--- src/rtl/voq_scheduler.sv ---
// voq_scheduler: iSLIP crossbar scheduler. Each epoch snapshots VOQ occupancy
// and runs ITERS rounds of round-robin grant/accept to build a conflict-free
// ingress->egress matching, then publishes it on sched_sel with a sched_done
// pulse.
//
// Ports:
//   clk, rst_n       clock (rising edge), asynchronous active-low reset
//   sched_start      one-cycle epoch request, honoured only in IDLE
//   voq_nonempty     bit [i*PORTS+j]: ingress i holds traffic for egress j
//   sched_sel        field [i*PORTS +: PORTS]: one-hot egress for ingress i, 0 = none
//   sched_done       one-cycle pulse when sched_sel has just been updated
//   busy             high while an epoch is in progress
//   fsm_state        current FSM state (IDLE=0, GRANT=1, ACCEPT=2) for observation
//
// Handshake: sched_start is a single-cycle request with no ready; it is
// consumed when busy is low and dropped (not queued) when busy is high.
module voq_scheduler #(
  parameter int PORTS = 4,
  parameter int ITERS = 2
) (
  input  logic                     clk,
  input  logic                     rst_n,
  input  logic                     sched_start,
  input  logic [PORTS*PORTS-1:0]   voq_nonempty,
  output logic [PORTS*PORTS-1:0]   sched_sel,
  output logic                     sched_done,
  output logic                     busy,
  output logic [1:0]               fsm_state
);

  localparam int NN = PORTS * PORTS;
  localparam int PW = (PORTS > 1) ? $clog2(PORTS) : 1;
  localparam int CW = (ITERS > 1) ? $clog2(ITERS) : 1;

  typedef enum logic [1:0] {IDLE = 2'd0, GRANT = 2'd1, ACCEPT = 2'd2} state_t;

  state_t            state, state_nxt;
  logic [NN-1:0]     req, match, grant, grant_nxt, accept;
  logic [PORTS-1:0]  in_matched, out_matched, acc_in, acc_out;
  logic [CW-1:0]     iter;
  logic [PW-1:0]     gptr [PORTS];
  logic [PW-1:0]     aptr [PORTS];
  logic              last_iter;

  assign last_iter = (iter == CW'(ITERS - 1));

  function automatic logic [PW-1:0] inc_mod(input int x);
    if (x >= PORTS - 1) return '0;
    return PW'(x + 1);
  endfunction

  // State register
  always_ff @(posedge clk or negedge rst_n) begin
    if (!rst_n) state <= IDLE;
    else        state <= state_nxt;
  end

  // Next-state logic
  always_comb begin
    state_nxt = state;
    case (state)
      IDLE:    if (sched_start) state_nxt = GRANT;
      GRANT:   state_nxt = ACCEPT;
      ACCEPT:  state_nxt = last_iter ? IDLE : GRANT;
      default: state_nxt = IDLE;
    endcase
  end

  // Outputs decoded from state
  always_comb begin
    busy      = (state != IDLE);
    fsm_state = state;
  end

  // Grant: each unmatched egress j offers itself to the first unmatched
  // requesting ingress at or after gptr[j]. grant bit [i*PORTS+j] = j grants i.
  always_comb begin : grant_search
    int   idx;
    logic found;
    idx       = 0;
    found     = 1'b0;
    grant_nxt = '0;
    for (int j = 0; j < PORTS; j++) begin
      found = out_matched[j];
      for (int k = 0; k < PORTS; k++) begin
        idx = int'(gptr[j]) + k;
        if (idx >= PORTS) idx = idx - PORTS;
        if (!found && req[idx*PORTS+j] && !in_matched[idx]) begin
          grant_nxt[idx*PORTS+j] = 1'b1;
          found = 1'b1;
        end
      end
    end
  end

  // Accept: each unmatched ingress takes the first granting egress at or
  // after aptr[i]. Each egress grants at most one ingress, so accepted pairs
  // never share an egress.
  always_comb begin : accept_search
    int   idx;
    logic found;
    idx     = 0;
    found   = 1'b0;
    accept  = '0;
    acc_in  = '0;
    acc_out = '0;
    for (int i = 0; i < PORTS; i++) begin
      found = in_matched[i];
      for (int k = 0; k < PORTS; k++) begin
        idx = int'(aptr[i]) + k;
        if (idx >= PORTS) idx = idx - PORTS;
        if (!found && grant[i*PORTS+idx]) begin
          accept[i*PORTS+idx] = 1'b1;
          acc_in[i]           = 1'b1;
          acc_out[idx]        = 1'b1;
          found = 1'b1;
        end
      end
    end
  end

  // Datapath: snapshot, match accumulation, pointers and published result.
  // Reset anywhere in an epoch drops the epoch without a done pulse.
  always_ff @(posedge clk or negedge rst_n) begin
    if (!rst_n) begin
      req         <= '0;
      grant       <= '0;
      match       <= '0;
      in_matched  <= '0;
      out_matched <= '0;
      iter        <= '0;
      sched_sel   <= '0;
      sched_done  <= 1'b0;
      for (int p = 0; p < PORTS; p++) begin
        gptr[p] <= '0;
        aptr[p] <= '0;
      end
    end else begin
      sched_done <= 1'b0;
      case (state)
        IDLE: begin
          if (sched_start) begin
            req         <= voq_nonempty;
            grant       <= '0;
            match       <= '0;
            in_matched  <= '0;
            out_matched <= '0;
            iter        <= '0;
          end
        end
        GRANT: grant <= grant_nxt;
        ACCEPT: begin
          match       <= match | accept;
          in_matched  <= in_matched | acc_in;
          out_matched <= out_matched | acc_out;
          // Pointers only move on first-iteration accepts; this is what
          // gives iSLIP its starvation freedom.
          if (iter == '0) begin
            for (int i = 0; i < PORTS; i++) begin
              for (int j = 0; j < PORTS; j++) begin
                if (accept[i*PORTS+j]) begin
                  aptr[i] <= inc_mod(j);
                  gptr[j] <= inc_mod(i);
                end
              end
            end
          end
          if (last_iter) begin
            sched_sel  <= match | accept;
            sched_done <= 1'b1;
          end else begin
            iter <= iter + 1'b1;
          end
        end
        default: ;
      endcase
    end
  end

endmodule
--- config.mk ---
export PLATFORM = sky130hd
export DESIGN_NAME = voq_scheduler
export DESIGN_NICKNAME = d
export VERILOG_FILES = /design/src/rtl/voq_scheduler.sv
export SDC_FILE = /design/constraint.sdc
export NUM_CORES = 1
export LEC_CHECK = 0
export ABC_AREA = 1
export CORE_ASPECT_RATIO = 0.8
export CORE_MARGIN = 8
export CORE_UTILIZATION = 62
export DETAILED_ROUTE_END_ITERATION = 6
export PLACE_DENSITY = 0.79
export SYNTH_ARGS = -nofsm -noshare
export SYNTH_HDL_FRONTEND = slang
export SYNTH_SLANG_ARGS = --single-unit
--- constraint.sdc ---
create_clock -name clk -period 3.6 [get_ports clk]
set_input_delay 0.72 -clock clk [delete_from_list [all_inputs] [get_ports clk]]
set_output_delay 0.72 -clock clk [all_outputs]
set_load 0.01 [all_outputs]
Word-level counts from Yosys, hierarchy flattened
Index checks and enable logic that the tools add are counted.
W data, S select, Z words.

word-level totals
  flip-flop bits (word level) = 92
  bits of input ports = 19
  logic and storage cells = 863

operators by class
  add/sub/neg operators = 81
  order comparisons = 140
  equality and inequality tests = 3
  multiplexer cells = 405
  bitwise operators = 49
  reduce and logical (&&, ||, !) cells = 168

operator list
  kind                     number
  $ge A32 B1 Y1 const B    44
  $lt A32 B4 Y1 const B    32
  $lt A32 B6 Y1 const B    32
  $mux W32                 32
  $mux W16                 32
  $or A16 B16 Y16          28
  $add A32 B3 Y32 const B  8
  $add A5 B32 Y32 const A  8
  $mux W1                  189
  $add A32 B2 Y32 const B  4
  $add A4 B32 Y32 const A  4
  $bmux W1 S4              28
  $demux W1 S4             28
  $logic_and A1 B1 Y1      96
  $sub A3 B3 Y4 const B    24
  $ge A3 B3 Y1 const B     24
  $mux W4                  17
  $or A4 B4 Y4             17
  $mux W2                  32
  $pmux W16 S2             2
  $add A2 B2 Y3 const B    16
  $logic_not A1 Y1         48
  $or A16 B13 Y16          3
  $bmux W1 S2              20
  18 further kinds         78

Depth between registers and ports, before layout
  depth in word-level cells = 45
  depth in mapped cells = 20
  mapped depth without buffers = 19

Worst setup path before layout
No wires, ideal clock.

  kind = register to register
  start point = register aptr[4] (netlist bit)
  end point = register gptr[7] (netlist bit)
  setup time = 0.120 ns
  arrival time = 2.458 ns
  path slack = 1.021 ns
  stages on the path, launching flop included = 19
  path buffers = 2
  path through = dfrtp_1 inv_2 ha_1 buf_2 inv_1 nand3_1 nand3_1 nand3_2 nand2_2 nand2_4 nor2_4 buf_6 nand3_1 nand2_1 nor2_1 nand2_1 nand2_1 nand2_1 nand2_1

between the ends
  cells in the longest elaborated chain, start to end = 36
  elaborated cells on any way between the ends = 90

RTL lines
  item                                                      RTL line  source
  from (decl)                                               42        logic [PW-1:0] aptr [PORTS];
  from (signal, indexed assignment)                         162       aptr[i] <= inc_mod(j);
  branches (longest 16 deep; another with $add A4 B32 Y32)  -
  $mux W16 (*)                                              112       if (!found && grant[i*PORTS+idx]) begin
  $or A16 B16 Y16 (no source line)                          -
  $mux W16 (*)                                              112
  $or A16 B16 Y16 (no source line)                          -
  $mux W16 (*)                                              112
  $or A16 B16 Y16 (no source line)                          -
  $mux W16 (*)                                              112
  [... 3 more ...]                                          -
  $mux W16 (*)                                              112
  $or A16 B16 Y16 (no source line)                          -
  $mux W16 (*)                                              112
  $or A16 B16 Y16 (no source line)                          -
  $mux W16 (*)                                              112
  $or A16 B16 Y16 (no source line)                          -
  $mux W16 (*)                                              112
  $mux W2 (3 in a row)                                      161       if (accept[i*PORTS+j]) begin
  to (signal, indexed assignment)                           163       gptr[j] <= inc_mod(i);
  to (decl)                                                 41        logic [PW-1:0] gptr [PORTS];

Mark *: on every way between the ends. The select of a mux whose other input is x is not followed.
A chain may end at the register's enable or synchronous reset.

Worst setup path in the final report
  start point = register aptr[5] (netlist bit)
  end point = register sched_sel[5]

between the ends
  cells in the longest elaborated chain, start to end = 34
  elaborated cells on any way between the ends = 86

RTL lines
  item                                                      RTL line  source
  branches (longest 16 deep; another with $add A4 B32 Y32)  -
  $mux W16 (*)                                              112
  $or A16 B16 Y16 (no source line)                          -
  $mux W16 (*)                                              112
  $or A16 B16 Y16 (no source line)                          -
  $mux W16 (*)                                              112
  $or A16 B16 Y16 (no source line)                          -
  $mux W16 (*)                                              112
  [... 3 more ...]                                          -
  $mux W16 (*)                                              112
  $or A16 B16 Y16 (no source line)                          -
  $mux W16 (*)                                              112
  $or A16 B16 Y16 (no source line)                          -
  $mux W16 (*)                                              112
  $or A16 B16 Y16 (no source line)                          -
  $mux W16 (*)                                              112
  $or A16 B16 Y16 (*)                                       169       sched_sel <= match | accept;
  to (signal assigned)                                      169
  to (decl)                                                 25        output logic [PORTS*PORTS-1:0] sched_sel,

Marks and branches as above.

==> flow_metrics.py <==
metrics = {
    "logic_synthesis": {
        "avgSynthCellArea_um2": 6.43,
        "yosysWarnings": 0,
        "ys_seq_elements": 92,
        "yosysSeqAreaShare_pct": 29.6,
        "syn_nets": 1292,
        "syn_area_mm2": 0.00777,
        "synth_cell_types": 41,
        "synthCells": 1208,
    },
    "outcome": {
        "status": "completed",
    },
    "route": {
        "vias_per_cell": 5.68,
        "ant_nets": 0,
        "drtIter0Drc": 962,
        "wire_per_inst_um": 16.4,
        "routed_wl_um": 23400,
        "drc": 0,
        "dr.pass1.iters": 6,
        "vias": 8079,
    },
    "cells_and_area": {
        "drive_above_1_share_pct": 5.36,
        "nFillCells": 1074,
        "antenna_cells": 0,
        "final_nets": 1330,
        "synthToLayoutAreaGrowth_pct": 11.4,
    },
    "place": {
        "port_buffers": 38,
        "detailed_place_hpwl_um": 18000,
        "place.gp.congestion": 1.03,
    },
    "worst_setup_path": {
        "cp.arrival_ns": 3.42,
        "slowest_delay_ns": 0.51,
        "rr_startpoint": "aptr[5]",
        "ff2ff_path_depth": 13,
        "worstSetupStartpointType": "register",
        "critPathKind": "register to register",
        "crit_path_end_kind": "register",
        "reg2reg_to": "sched_sel[5]",
        "reg2reg_slack_ns": 0.38,
        "setup.worst_path.start": "aptr[5]",
        "crit_slowest_cell": "dfrtp_1",
        "cp_data_required_time_ns": 3.80,
        "critPathMaxFanout": 9,
        "path_cells": "inv_1 -> ha_1 -> inv_1 -> nand3_1 -> nand3_1 -> nand3_2 -> nand2_2 -> nand3_2 -> nor2_1 -> nor2_1 -> nand3_1 -> nor2_1 -> o21ai_0",
        "crit_end": "sched_sel[5]",
    },
    "global_routing": {
        "grt_max_degree": 54,
        "grt_pass1_vias": 7493,
        "grt_first_pass_wirelength_um": 38300,
        "track_usage_pct": 29.7,
        "grt_remaining_overflow": 0,
        "antenna_found_initial": 0,
    },
    "min_path": {
        "hold_class": "input port to asynchronous set/reset pin",
    },
    "cts": {
        "cts_made_buffers": 9,
        "cts_setup_buffers": 0,
        "htree_levels": 3,
        "clkTransAtPathRegs_ns": 0.08,
        "cts_hold_buf": 0,
        "cts_root_buffer": "clkbuf_16",
        "clk_latency_ns": 0.36,
        "cts_tree": "yes",
        "cts.path.max_buffers": 2,
        "cts_sinks": 92,
        "cts_resized": 0,
    },
    "floorplan": {
        "initial_utilization_pct": 63.7,
        "dieHeight_um": 116,
        "ios": 39,
        "dieArea_mm2": 0.0164,
        "die_w_um": 141,
        "rows": 36,
        "core_region_area_mm2": 0.0122,
    },
    "timing": {
        "tns_ns": 0,
        "finalCritPeriodShare_pct": 89.3,
        "setup_violations": 0,
        "fin_worst_skew_ns": 0.0111,
        "min_period_ns": 3.22,
        "slew_viol_final": 0,
        "worstMarginPinSlew_ns": 0.762,
        "rsz0062_at_grt": "no",
        "relSlewSlack_pct": 49.2,
        "achievable-frequency_mhz": 311,
        "hold_viol_final": 0,
    },
    "pwr": {
        "vdd_drop_max_uv": 668,
        "power_leakage_nw": 4.71,
        "power_density_mw_per_mm2": 1050,
        "total_power_mw": 9.06,
    },
    "flow_run": {
        "cap_viol_max_count": 0,
    },
}
state kept, by name, summed over array words and instances (netlist names):
name and flops:
out_matched 4, grant 16, match 16, sched_done 1, aptr 8, in_matched 4
sched_sel 16, fsm_state 2, req 16, gptr 8, iter 1
final cells by class:
type / count / area (µm²) / area share (%)
inverters: 154 / 581 / 6.71
clock inverters: 6 / 75.1 / 0.868
multi-input cells: 938 / 4770 / 55.1
clock buffers: 10 / 239 / 2.76
well taps: 171 / 214 / 2.47
flip-flops and latches: 92 / 2300 / 26.6
repair buffers: 51 / 475 / 5.49
cells by family after synthesis:
group / Yosys count / share of synthesized area, %
AND/OR/NAND/NOR: 740 / 41.0
buffers and inverters: 178 / 9.02
AO/OA/AOI/OAI: 132 / 9.77
flip-flops: 92 / 29.6
adder cells (fa/ha/maj): 65 / 10.5
multiplexers: 1 / 0.129
cells in the mapped netlist:
cell type | number | area share, %
o21ai_0 | 65 | 4.2
mux2i_1 | 1 | 0.13
nand2_4 | 1 | 0.14
or2_0 | 1 | 0.081
o21bai_1 | 1 | 0.097
inv_2 | 3 | 0.14
inv_4 | 1 | 0.081
clkbuf_1 | 13 | 0.63
o21ai_1 | 1 | 0.064
nand4_1 | 16 | 1.3
o21ai_2 | 2 | 0.23
clkinv_1 | 1 | 0.048
nor2_4 | 2 | 0.29
dfrtp_1 | 92 | 30
nand3_1 | 128 | 8.2
o22ai_1 | 3 | 0.24
nor2_2 | 2 | 0.16
nand3b_2 | 1 | 0.14
a21oi_1 | 29 | 1.9
a21oi_4 | 1 | 0.21
buf_2 | 6 | 0.39
nand3b_1 | 5 | 0.48
buf_1 | 1 | 0.048
a22oi_1 | 8 | 0.77
a32oi_1 | 3 | 0.34
nand2_1 | 417 | 20
nand2_2 | 5 | 0.40
or2_2 | 1 | 0.081
inv_1 | 149 | 7.2
nor4b_1 | 1 | 0.11
nor4_1 | 1 | 0.081
ha_1 | 65 | 10
buf_6 | 2 | 0.29
a31oi_1 | 4 | 0.32
or2_1 | 2 | 0.16
nor3_2 | 1 | 0.13
buf_4 | 2 | 0.19
nand3_2 | 17 | 2.2
o211ai_1 | 15 | 1.4
nor2_1 | 131 | 6.3
nor3_1 | 8 | 0.52
worst min-delay path by stage:
stage                        from            end  slack [ns]  depth (start not counted)
floorplan                   rst_n        aptr[0]        0.42                          0
global placement    sched_sel[10]  sched_sel[10]        0.46                          2
detailed placement  sched_sel[13]  sched_sel[13]        0.47                          2
CTS                         rst_n        req[10]        0.43                          1
global route                rst_n         req[0]        0.46                          1
finish                      rst_n        req[10]        0.42                          1
per-stage QoR:
step           area (µm²)  std cells  setup WS (ns)  hold WS [ns]  utilization, %
6_report             8650       1422          0.384         0.418            70.9
3_3_place_gp         8340       1406          0.546         0.463            68.3
3_5_place_dp         8340       1406          0.483         0.468            68.3
2_1_floorplan        7770       1208           1.02         0.424               -
4_1_cts              8650       1422          0.473         0.426            70.9
5_1_grt              8650       1422          0.109         0.464            70.9
per-layer routing:
layer | GRT usage (%) | vias to the layer above | routed length [µm]
li1 | - | 3938 | -
met1 | 42.8 | 3688 | 10900
met2 | 43.4 | 403 | 9450
met3 | 6.00 | 50 | 2320
met4 | 10.1 | 0 | 686
met5 | 0 | - | 0
layout by cell type (no fill, tap or decap), drive strengths merged:
| master | instances |
|---|---|
| clkbuf | 10 |
| o211ai | 15 |
| nand3 | 145 |
| a21oi | 30 |
| nand4 | 16 |
| o21ai | 68 |
| clkdlybuf4s50 | 37 |
| nor4 | 1 |
| inv | 157 |
| a31oi | 4 |
| clkinvlp | 1 |
| nand2 | 423 |
| nand3b | 6 |
| buf | 14 |
| mux2i | 1 |
| nor2 | 135 |
| clkinv | 1 |
| a32oi | 3 |
| dfrtp | 92 |
| or2 | 4 |
| nor4b | 1 |
| o21bai | 1 |
| nor3 | 9 |
| bufinv | 1 |
| o22ai | 3 |
| a22oi | 8 |
| ha | 65 |
worst max-delay path: cells and delay by family, from the launching register on:
family | cells | cell delay [ns]
buffers and inverters | 2 | 0.39
adder cells (fa/ha/maj) | 1 | 0.48
AO/OA/AOI/OAI | 1 | 0.15
flip-flops | 1 | 0.51
AND/OR/NAND/NOR | 9 | 1.53
report_power, final:
group	switching [mW]	internal [mW]
clock network	0.456	0.570
registers	0.478	1.45
logic	4.18	1.94
Note: power is estimated with default switching activity, not from simulation.
